**src/rtl/alphabet_pkg.sv**
```systemverilog
// alphabet_pkg: shared definitions for the status-word display path.
//   - 4-bit letter codes understood by the per-digit segment encoder
//   - message ids selected by the recorder control FSM
//   - scroller state enum
//   - word length / character lookup helpers used by the message ROM
package alphabet_pkg;

    // Letter codes; anything unlisted renders dark on the encoder.
    localparam logic [3:0] L_A     = 4'd0;
    localparam logic [3:0] L_C     = 4'd1;
    localparam logic [3:0] L_D     = 4'd2;
    localparam logic [3:0] L_E     = 4'd3;
    localparam logic [3:0] L_L     = 4'd4;
    localparam logic [3:0] L_O     = 4'd5;
    localparam logic [3:0] L_P     = 4'd6;
    localparam logic [3:0] L_R     = 4'd7;
    localparam logic [3:0] L_S     = 4'd8;
    localparam logic [3:0] L_T     = 4'd9;
    localparam logic [3:0] L_Y     = 4'd10;
    localparam logic [3:0] L_F     = 4'd11;
    localparam logic [3:0] L_BLANK = 4'd15;

    // Message ids.
    localparam logic [2:0] MSG_PLAY   = 3'd0;
    localparam logic [2:0] MSG_RECORD = 3'd1;
    localparam logic [2:0] MSG_STOP   = 3'd2;
    localparam logic [2:0] MSG_DELETE = 3'd3;
    localparam logic [2:0] MSG_CLEAR  = 3'd4;
    localparam logic [2:0] MSG_REPLAY = 3'd5;
    localparam logic [2:0] MSG_NONE6  = 3'd6;
    localparam logic [2:0] MSG_NONE7  = 3'd7;

    // Longest word and the width needed to hold its length.
    localparam int MAX_LEN = 6;
    localparam int LEN_W   = 3;

    typedef enum logic [1:0] {
        ST_IDLE   = 2'd0,
        ST_SHOW   = 2'd1,
        ST_SCROLL = 2'd2
    } state_t;

    // Number of letters in a word; ids without a word have length 0.
    function automatic logic [LEN_W-1:0] msg_len(input logic [2:0] id);
        logic [LEN_W-1:0] n;
        case (id)
            MSG_PLAY:   n = 3'd4;
            MSG_RECORD: n = 3'd6;
            MSG_STOP:   n = 3'd4;
            MSG_DELETE: n = 3'd6;
            MSG_CLEAR:  n = 3'd5;
            MSG_REPLAY: n = 3'd6;
            default:    n = 3'd0;
        endcase
        return n;
    endfunction

    // Letter at position idx of a word; character 0 sits in the low nibble.
    function automatic logic [3:0] msg_char(input logic [2:0] id, input logic [2:0] idx);
        logic [23:0] w;
        logic [3:0]  c;
        case (id)
            MSG_PLAY:   w = {L_BLANK, L_BLANK, L_Y, L_A, L_L, L_P};
            MSG_RECORD: w = {L_D, L_R, L_O, L_C, L_E, L_R};
            MSG_STOP:   w = {L_BLANK, L_BLANK, L_P, L_O, L_T, L_S};
            MSG_DELETE: w = {L_E, L_T, L_E, L_L, L_E, L_D};
            MSG_CLEAR:  w = {L_BLANK, L_R, L_A, L_E, L_L, L_C};
            MSG_REPLAY: w = {L_Y, L_A, L_L, L_P, L_E, L_R};
            default:    w = {6{L_BLANK}};
        endcase
        case (idx)
            3'd0:    c = w[3:0];
            3'd1:    c = w[7:4];
            3'd2:    c = w[11:8];
            3'd3:    c = w[15:12];
            3'd4:    c = w[19:16];
            3'd5:    c = w[23:20];
            default: c = L_BLANK;
        endcase
        return c;
    endfunction

endpackage

```
**src/rtl/alphabet_scroller_if.sv**
```systemverilog
// alphabet_scroller_if: command and display bundle between the recorder
// control FSM (master) and the scroller (slave).
//   msg_sel      3        word id, meaningful only with msg_load
//   msg_load     1        single-cycle load strobe
//   alphabet_bus 4*DIGITS letter codes, digit i at [4i+3:4i], digit 0 leftmost
//   busy         1        high while scrolling
//   wrap         1        one-cycle pulse when the scroll returns to position 0
// DIGITS must match the DIGITS of the scroller this bundle is connected to.
interface alphabet_scroller_if #(
    parameter int DIGITS = 4
);
    logic [2:0]          msg_sel;
    logic                msg_load;
    logic [4*DIGITS-1:0] alphabet_bus;
    logic                busy;
    logic                wrap;

    modport master (
        output msg_sel,
        output msg_load,
        input  alphabet_bus,
        input  busy,
        input  wrap
    );

    modport slave (
        input  msg_sel,
        input  msg_load,
        output alphabet_bus,
        output busy,
        output wrap
    );
endinterface

```
**src/rtl/alphabet_msg_rom.sv**
```systemverilog
// alphabet_msg_rom: combinational word table.
//   id   in  3      word id
//   idx  in  IDX_W  character index within the word
//   code out 4      letter code, BLANK when idx is past the end of the word
//   len  out LEN_W  number of letters in the word (0 for ids with no word)
module alphabet_msg_rom
    import alphabet_pkg::*;
#(
    parameter int IDX_W = 5
) (
    input  logic [2:0]       id,
    input  logic [IDX_W-1:0] idx,
    output logic [3:0]       code,
    output logic [LEN_W-1:0] len
);

    assign len = msg_len(id);

    // Letter lookup; positions past the word's end read as blank.
    always_comb begin
        code = L_BLANK;
        if (idx >= IDX_W'(len)) begin
            code = L_BLANK;
        end else begin
            code = msg_char(id, idx[2:0]);
        end
    end

endmodule

```
**src/rtl/alphabet_scroller.sv**
```systemverilog
// alphabet_scroller: shows a fixed status word on DIGITS letter digits.
// Words that fit are shown left-justified and static; longer words scroll
// left through the cyclic sequence word + DIGITS blanks, one position every
// TICK_DIV cycles.
//   clk  in  system clock
//   rst  in  synchronous active-high reset
//   bus  slave side of alphabet_scroller_if (msg_sel/msg_load in,
//        alphabet_bus/busy/wrap out, all outputs registered)
module alphabet_scroller #(
    parameter int DIGITS   = 4,
    parameter int TICK_DIV = 25_000_000
) (
    input  logic                clk,
    input  logic                rst,
    alphabet_scroller_if.slave  bus
);
    import alphabet_pkg::*;

    // pos + digit offset must fit before the single modulo subtraction.
    localparam int POS_W  = $clog2(MAX_LEN + 2 * DIGITS);
    localparam int TICK_W = $clog2(TICK_DIV);
    localparam logic [TICK_W-1:0] TICK_LAST = TICK_W'(TICK_DIV - 1);

    state_t              state;
    state_t              next_state;
    logic [2:0]          word;
    logic [2:0]          next_word;
    logic [POS_W-1:0]    pos;
    logic [POS_W-1:0]    next_pos;
    logic [POS_W-1:0]    cur_last;
    logic [TICK_W-1:0]   tick;
    logic [TICK_W-1:0]   next_tick;
    logic [LEN_W-1:0]    sel_len;
    logic                next_wrap;
    logic [4*DIGITS-1:0] next_bus;
    logic [4*DIGITS-1:0] bus_q;
    logic                busy_q;
    logic                wrap_q;

    assign sel_len  = msg_len(bus.msg_sel);
    // Last scroll position of the current word: N-1 = len + DIGITS - 1.
    assign cur_last = POS_W'(msg_len(word)) + POS_W'(DIGITS - 1);

    // Next-state logic: a load always wins and restarts at position 0.
    always_comb begin
        next_state = state;
        next_word  = word;
        next_pos   = pos;
        next_tick  = tick;
        next_wrap  = 1'b0;
        if (bus.msg_load) begin
            next_word = bus.msg_sel;
            next_pos  = {POS_W{1'b0}};
            next_tick = {TICK_W{1'b0}};
            if (sel_len == {LEN_W{1'b0}}) begin
                next_state = ST_IDLE;
            end else if (int'(sel_len) <= DIGITS) begin
                next_state = ST_SHOW;
            end else begin
                next_state = ST_SCROLL;
            end
        end else if (state == ST_SCROLL) begin
            if (tick == TICK_LAST) begin
                next_tick = {TICK_W{1'b0}};
                if (pos == cur_last) begin
                    next_pos  = {POS_W{1'b0}};
                    next_wrap = 1'b1;
                end else begin
                    next_pos = pos + POS_W'(1);
                end
            end else begin
                next_tick = tick + TICK_W'(1);
            end
        end else begin
            next_pos  = {POS_W{1'b0}};
            next_tick = {TICK_W{1'b0}};
        end
    end

    // One ROM lookup per digit on the next window, so the registered bus
    // shows a new word in the same cycle as the new state.
    for (genvar g = 0; g < DIGITS; g++) begin : g_digit
        logic [LEN_W-1:0] len;
        logic [POS_W-1:0] period;
        logic [POS_W-1:0] raw;
        logic [POS_W-1:0] idx;
        logic [3:0]       code;

        assign period = POS_W'(len) + POS_W'(DIGITS);
        assign raw    = next_pos + POS_W'(g);
        // raw < 2*period, so one subtraction is a full modulo.
        assign idx    = (raw >= period) ? (raw - period) : raw;

        alphabet_msg_rom #(
            .IDX_W (POS_W)
        ) u_rom (
            .id   (next_word),
            .idx  (idx),
            .code (code),
            .len  (len)
        );

        assign next_bus[4*g +: 4] = code;
    end

    // State, scroll counters and registered outputs.
    always_ff @(posedge clk) begin
        if (rst) begin
            state  <= ST_IDLE;
            word   <= MSG_NONE6;
            pos    <= {POS_W{1'b0}};
            tick   <= {TICK_W{1'b0}};
            bus_q  <= {(4*DIGITS){1'b1}};
            busy_q <= 1'b0;
            wrap_q <= 1'b0;
        end else begin
            state  <= next_state;
            word   <= next_word;
            pos    <= next_pos;
            tick   <= next_tick;
            bus_q  <= next_bus;
            busy_q <= (next_state == ST_SCROLL);
            wrap_q <= next_wrap;
        end
    end

    assign bus.alphabet_bus = bus_q;
    assign bus.busy         = busy_q;
    assign bus.wrap         = wrap_q;

endmodule

```
**src/flat_wrapper.sv**
```systemverilog
// flat-port wrapper written by rule: the top's interface ports become plain ports
module alphabet_scroller_flat import alphabet_pkg::*;
#(
    parameter int DIGITS   = 4,
    parameter int TICK_DIV = 25_000_000
)
  (clk, rst, bus_msg_sel, bus_msg_load, bus_alphabet_bus, bus_busy, bus_wrap);
  alphabet_scroller_if #(.DIGITS(DIGITS)) bus_i ();
  input  logic clk;
  input  logic rst;
  input wire logic [$bits(bus_i.msg_sel)-1:0] bus_msg_sel;
  input wire logic [$bits(bus_i.msg_load)-1:0] bus_msg_load;
  output wire logic [$bits(bus_i.alphabet_bus)-1:0] bus_alphabet_bus;
  output wire logic [$bits(bus_i.busy)-1:0] bus_busy;
  output wire logic [$bits(bus_i.wrap)-1:0] bus_wrap;
  assign bus_i.msg_sel = bus_msg_sel;
  assign bus_i.msg_load = bus_msg_load;
  assign bus_alphabet_bus = bus_i.alphabet_bus;
  assign bus_busy = bus_i.busy;
  assign bus_wrap = bus_i.wrap;
  alphabet_scroller #(.DIGITS(DIGITS), .TICK_DIV(TICK_DIV)) u_core (.clk(clk), .rst(rst), .bus(bus_i));
endmodule
```
**config.mk**
```make
export PLATFORM = sky130hd
export DESIGN_NAME = alphabet_scroller_flat
export DESIGN_NICKNAME = d
export VERILOG_FILES = /design/src/rtl/alphabet_pkg.sv /design/src/rtl/alphabet_scroller_if.sv /design/src/rtl/alphabet_msg_rom.sv /design/src/rtl/alphabet_scroller.sv /design/src/flat_wrapper.sv
export SDC_FILE = /design/constraint.sdc
export NUM_CORES = 1
export LEC_CHECK = 0
export CAP_MARGIN = 20
export CORE_MARGIN = 4
export CORE_UTILIZATION = 55
export CTS_CLUSTER_DIAMETER = 60
export DETAILED_ROUTE_END_ITERATION = 7
export MAX_ROUTING_LAYER = met4
export PLACE_DENSITY_LB_ADDON = 0.12
export SYNTH_ARGS = -nofsm -noshare
export SYNTH_HDL_FRONTEND = slang
export SYNTH_SLANG_ARGS = --single-unit
```
**constraint.sdc**
```tcl
create_clock -name clk -period 7.25 [get_ports clk]
set_input_delay 0.725 -clock clk [delete_from_list [all_inputs] [get_ports clk]]
set_output_delay 0.725 -clock clk [all_outputs]
set_load 0.03 [all_outputs]
```
# Word-level counts from Yosys, hierarchy flattened
# Cells that the tools add are included.
word_totals:
  reg_bits: 52
  input_bits: 6
  out_inout_bits: 18
  elab_cells: 112
op_classes:
  n_addsub: 11
  order_cmp: 9
  eq_ne: 39
  n_mux: 21
  n_bitwise: 2
  reduce_logical: 20
op_table:
  columns: ["operator", "count"]
  rows:
  - ["case mux 24 bit (6 select lines)", 1]
  - ["case mux 4 bit (6 select lines)", 4]
  - ["== test 3 x 2 -> 1 bit (second input constant)", 14]
  - ["== test 3 bit (second input constant)", 14]
  - ["2-to-1 mux 4 bit", 8]
  - ["case mux 3 bit (3 select lines)", 3]
  - ["adder 25 x 1 -> 25 bit (second input constant)", 1]
  - ["== test 25 bit (second input constant)", 1]
  - ["logical NOT 3 bit", 8]
  - ["== test 3 x 1 -> 1 bit (second input constant)", 7]
  - ["greater-or-equal comparator 4 x 3 -> 1 bit", 4]
  - ["greater-or-equal comparator 4 bit", 4]
  - ["subtractor 4 bit", 4]
  - ["OR reduction 2 bit", 7]
  - ["OR reduction 3 bit", 3]
  - ["adder 4 x 1 -> 4 bit (second input constant)", 2]
  - ["adder 4 x 2 -> 4 bit (second input constant)", 2]
  - ["OR reduction 4 bit", 2]
  - ["2-to-1 mux 2 bit", 3]
  - ["adder 3 x 2 -> 4 bit (second input constant)", 1]
  - ["adder 3 x 3 -> 4 bit (second input constant)", 1]
  - ["== test 2 bit (second input constant)", 2]
  - ["== test 4 bit", 1]
  - ["less-or-equal comparator 3 bit (second input constant)", 1]
  - ["3 further kinds", 4]

# Logic depth before layout (Yosys ltp)
logic_depth:
  depth_word: 14
  mapped_depth: 29

# By module
# Synthesis repeated with hierarchy kept, for this count alone.
unflattened:
  hier_cells: 584
  hier_area_um2: 4584.4
by_module_without_submodules:
  columns: ["mod", "n_inst", "cells_per_inst", "area_per_inst_um2", "seq_area_each_um2"]
  rows:
  - ["alphabet_scroller", 1, 332, 2987.9, 1041.0]
  - ["alphabet_msg_rom", 4, 63, 399.1, 0.0]

# Worst setup path before layout
# OpenSTA, ideal clock, no wires.
synth_timing:
  path_kind: "input to register"
  startpoint: "in bus_msg_load"
  endpoint: "reg u_core.bus_q[10] (netlist: u_core.bus.alphabet_bus[10])"
  setup_time_ps: 120
  arrival_time_ps: 5387
  t_required_ps: 7130
  slack_ps: 1744
  stages: 21
  cell_sequence: "buf_2 -> mux2i_1 -> clkbuf_1 -> nand2_1 -> nor2_1 -> ha_1 -> fa_1 -> a21bo_2 -> a21o_1 -> a21oi_2 -> mux2i_1 -> or2_2 -> inv_1 -> buf_2 -> ha_1 -> nand2b_1 -> a21o_1 -> a211o_1 -> a211oi_2 -> o311ai_1 -> a211o_1"
synth_between:
  elab_chain_cells: 9
synth_rtl:
  columns: ["item", "line", "rtl"]
  rows:
  - ["from (decl)", "flat_wrapper.sv:12", "input wire logic [$bits(bus_i.msg_load)-1:0] bus_msg_load;"]
  - ["2-to-1 mux 3 bit", "alphabet_scroller.sv:51", "if (bus.msg_load) begin"]
  - ["== test 3 bit (tied with other cells)", "alphabet_pkg.sv:46, alphabet_pkg.sv:62", null]
  - ["OR reduction 3 bit (no source line) or OR reduction 2 bit (tied branches)", null, null]
  - ["case mux 3 bit (3 select lines)", "alphabet_pkg.sv:46", "case (id)"]
  - ["adder 3 x 3 -> 4 bit", "alphabet_scroller.sv:89", "assign period = POS_W'(len) + POS_W'(DIGITS);"]
  - ["subtractor 4 bit or greater-or-equal comparator 4 bit (tied branches)", "alphabet_scroller.sv:92", "assign idx = (raw >= period) ? (raw - period) : raw;"]
  - ["2-to-1 mux 4 bit", "alphabet_scroller.sv:92", null]
  - ["greater-or-equal comparator 4 x 3 -> 1 bit (tied with other cells)", "alphabet_msg_rom.sv:22", "if (idx >= IDX_W'(len)) begin"]
  - ["OR reduction 2 bit (no source line) or case mux 4 bit (6 select lines) (tied branches)", null, null]
  - ["to (signal assigned)", "alphabet_scroller.sv:113", "bus_q <= {(4*DIGITS){1'b1}};"]
  - ["to (signal assigned)", "alphabet_scroller.sv:121", "bus_q <= next_bus;"]
  - ["to (decl)", "alphabet_scroller.sv:36", "logic [4*DIGITS-1:0] bus_q;"]
# Parallel ways exist; a longest one is shown, timed or not.
# A chain may end at the register's enable or synchronous reset.

# Worst setup path after layout
layout_timing:
  startpoint: "in bus_msg_load"
  endpoint: "reg u_core.bus_q[4] (netlist: u_core.bus.alphabet_bus[4])"
layout_lines:
  columns: ["item", "line", "rtl"]
  rows:
  - ["2-to-1 mux 4 bit *", "alphabet_scroller.sv:51", null]
  - ["via u_core.g_digit[0].raw[1]", "alphabet_scroller.sv:85", "logic [POS_W-1:0] raw;"]
  - ["adder 4 x 1 -> 4 bit *", "alphabet_scroller.sv:90", "assign raw = next_pos + POS_W'(g);"]
  - ["subtractor 4 bit or greater-or-equal comparator 4 bit (tied branches)", "alphabet_scroller.sv:92", null]
  - ["2-to-1 mux 4 bit *", "alphabet_scroller.sv:92", null]
  - ["greater-or-equal comparator 4 x 3 -> 1 bit (tied with other cells)", "alphabet_msg_rom.sv:22", null]
  - ["OR reduction 2 bit (no source line) or case mux 4 bit (6 select lines) (tied branches)", null, null]
# Mark *: on every way through the listed nets, which the timed path passes. The rest lies on a longest branch.

==> results.json <==
{
  "vdd_ir_drop_max_mv": 0.0962,
  "vias": 4142,
  "postRouteAntennaNets": 0,
  "rsz0062_at_grt": "false",
  "ctsHoldBuffers": 0,
  "met1_length_mm": 5.29,
  "drv_slew": 0,
  "routedWlPerCell_um": 16.4,
  "postSynth.asyncResetShare_pct": 0,
  "synth.largest_area_cell": "dfxtp_1",
  "syn_inst": 557,
  "root_buffer": "clkbuf_8",
  "final_common_cell": "nor2_1",
  "routabilityCongestion": 0.914,
  "layout-drive-gt1-share_pct": 9.56,
  "layout-area-overhead-vs-synth_pct": 7.98,
  "track_usage_pct": 24.1,
  "grt_antenna_before_repair": 0,
  "max_freq_ghz": 0.153,
  "wl_met2_mm": 4.96,
  "synth_edf_count": 0,
  "routed-wl-met3_um": 565,
  "slowest_delay_ns": 0.68,
  "synth_fp_nets": 598,
  "synth_cell_types": 80,
  "vias_per_cell": 6.21,
  "cp.depth": 20,
  "finalSetupTns_ns": 0,
  "ys_ff_latch": 52,
  "grt_max_degree": 33,
  "placed_cells": 659,
  "die_w_um": 98.0,
  "cts_setup_buffers": 0,
  "r2r-start": "u_core.tick[0]",
  "io_pins": 24,
  "worstSkewPairLatency_ns": 0.32,
  "drv_cap": 0,
  "dominantRegCellSynth": "dfxtp_1",
  "fin_nets": 605,
  "crit_path_frequent_cell": "ha_1",
  "cp-end-kind": "flop",
  "core_um2": 7810,
  "start_kind": "primary input",
  "numCtsBuffers": 5,
  "placed_area_um2": 4710,
  "dr.pass1.iters": 5,
  "fin_cells": 667,
  "dp_hpwl_mm": 8.05,
  "grt_pass1_wl_mm": 18.9,
  "synth_area_leaders": "dfxtp_1 23%, ha_1 8.7%, nor2_1 5.1%",
  "clock_sinks": 52,
  "power_density_nw_per_um2": 151,
  "htree_num_levels": 2,
  "fin_crit_sh_pct": 90.1,
  "die_h_um": 98.0,
  "insertedDiodeCount": 0,
  "crit_path_max_fanout": 15,
  "drt_wl_total_mm": 11.0,
  "path_delay_family": "compound AO/OA/AOI/OAI gates",
  "worstSetupPathType": "primary input to flop",
  "final_cell_mix": "61 x nor2_1, 52 x dfxtp_1, 37 x nand2_1, 34 x a21oi_1, 31 x ha_1",
  "setup_viol": 0,
  "row_count": 32,
  "fp.dieArea_um2": 9600,
  "syn-cell-area_um2": 4450,
  "p_leak_nw": 1.89,
  "tightest_slew_ns": 0.855,
  "netlist.area_leader.share_pct": 23.4,
  "drc": 0,
  "path_clk_slew_ns": 0.10,
  "crit_slowest_cell": "nor3b_2",
  "cts_resized": 0,
  "port_buffers": 23,
  "highest_layer": "met4",
  "critPathRequiredTime_ns": 7.44,
  "status": "finished clean",
  "finalHoldViolations": 0,
  "path_cells": "clkdlybuf4s50_1 -> nor3b_2 -> nand2_1 -> o31a_1 -> inv_1 -> ha_1 -> o21ai_0 -> mux2i_1 -> ha_1 -> a21oi_1 -> and2_1 -> nor2_1 -> a21oi_1 -> inv_1 -> ha_1 -> a21o_1 -> a211o_1 -> a211o_1 -> a211oi_1 -> o211ai_1",
  "grt_pass1_vias": 3905,
  "clockBufferDepth": 2,
  "critPathLaunch": "bus_msg_load",
  "stdcell_area_um2": 4810,
  "drtIter0Drc": 266,
  "cp_num_buf_inv": 3,
  "grt_remaining_overflow": 0,
  "hp-class": "flop to flop",
  "syn-mean-instance-area_um2": 7.99,
  "min_period_ns": 6.53,
  "cts_tree": "done",
  "worstHoldPathCells": 1,
  "start_util_pct": 57.0,
  "skew_ns": 0.00856,
  "yosysWarnings": 0,
  "ys_seq_area_share_pct": 23.4,
  "worstRegToRegCells": 22,
  "slew_headroom_pct": 42.8,
  "hp-start": "u_core.tick[0]",
  "cp.arrival_ns": 6.73
}
## cells by family (layout without fill, tap and decap cells)
logic type	count (synthesis)	after routing	share of synthesized area (%)
xor gates and xnor gates	35	35	7.06
buffers and inverters	56	64	5.73
adders and majority gates	35	35	10.5
AOI/OAI and AO/OA	158	158	25.5
DFF	52	52	23.4
muxes	15	15	3.54
and+or+nand+nor	206	206	24.3
## stage by stage
stage,hold WS (ns),setup WS (ns),total power [mW],util [%]
2_1_floorplan,0.430,1.74,0.489,-
3_3_place_gp,0.445,0.757,0.546,60.4
3_5_place_dp,0.455,0.474,0.551,60.4
4_1_cts,0.479,0.806,0.726,61.6
5_1_grt,0.528,0.0966,0.769,61.6
6_report,0.476,0.717,0.726,61.6
## synthesized netlist by cell type, drive strengths merged, types with 3 or more instances
| cell | count |
|---|---|
| nand2b | 7 |
| mux2 | 6 |
| a2111oi | 4 |
| a221oi | 5 |
| nand2 | 37 |
| mux2i | 9 |
| or3 | 9 |
| a311oi | 4 |
| nor3 | 16 |
| a21o | 13 |
| clkbuf | 20 |
| a211oi | 11 |
| nor3b | 3 |
| a22oi | 3 |
| o41ai | 3 |
| nor2 | 62 |
| dfxtp | 52 |
| o31ai | 3 |
| o2111ai | 3 |
| nand3 | 24 |
| o211ai | 10 |
| o22ai | 5 |
| nor2b | 7 |
| xnor2 | 13 |
| a21oi | 37 |
| a31oi | 6 |
| xor2 | 22 |
| and2 | 9 |
| and3 | 9 |
| ha | 31 |
| nor4 | 7 |
| inv | 22 |
| nand4 | 6 |
| a211o | 8 |
| buf | 12 |
| fa | 4 |
| o21ai | 27 |
## worst paths after layout
| check | end | slack, ns |
|---|---|---|
| hold reg to reg | u_core.tick[0] | 0.48 |
| setup reg to reg | u_core.bus.alphabet_bus[4] | 0.93 |
| setup / recovery | u_core.bus.alphabet_bus[4] | 0.72 |
| hold / removal | u_core.tick[0] | 0.48 |
## final cells by class
class / instances / area [um^2]
multi-input cells: 449 / 3160
fillers: 713 / 3000
flip-flops and latches: 52 / 1040
repair buffers: 32 / 298
well taps: 102 / 128
inverters: 24 / 90.1
clock buffers: 5 / 68.8
clock inverters: 3 / 22.5
## sequential cells by signal, indices dropped and copies added (netlist names)
signal                   count
u_core.bus.alphabet_bus     16
u_core.bus.busy              1
u_core.bus.wrap              1
u_core.pos                   4
u_core.state                 2
u_core.tick                 25
u_core.word                  3
## layer usage
metal / global-route usage [%] / up-vias
li1: - / 2053
met1: 32.9 / 1949
met2: 38.1 / 126
met3: 2.79 / 14
met4: 5.86 / 0
met5: - / -
## report_power, final
part           switching [mW]  total [mW]  internal [mW]
sequential            0.00472       0.303          0.298
combinational           0.150       0.245         0.0958
clock                   0.108       0.178         0.0696
total                   0.263       0.726          0.464
No activity file was read; power rests on OpenSTA's default activity.
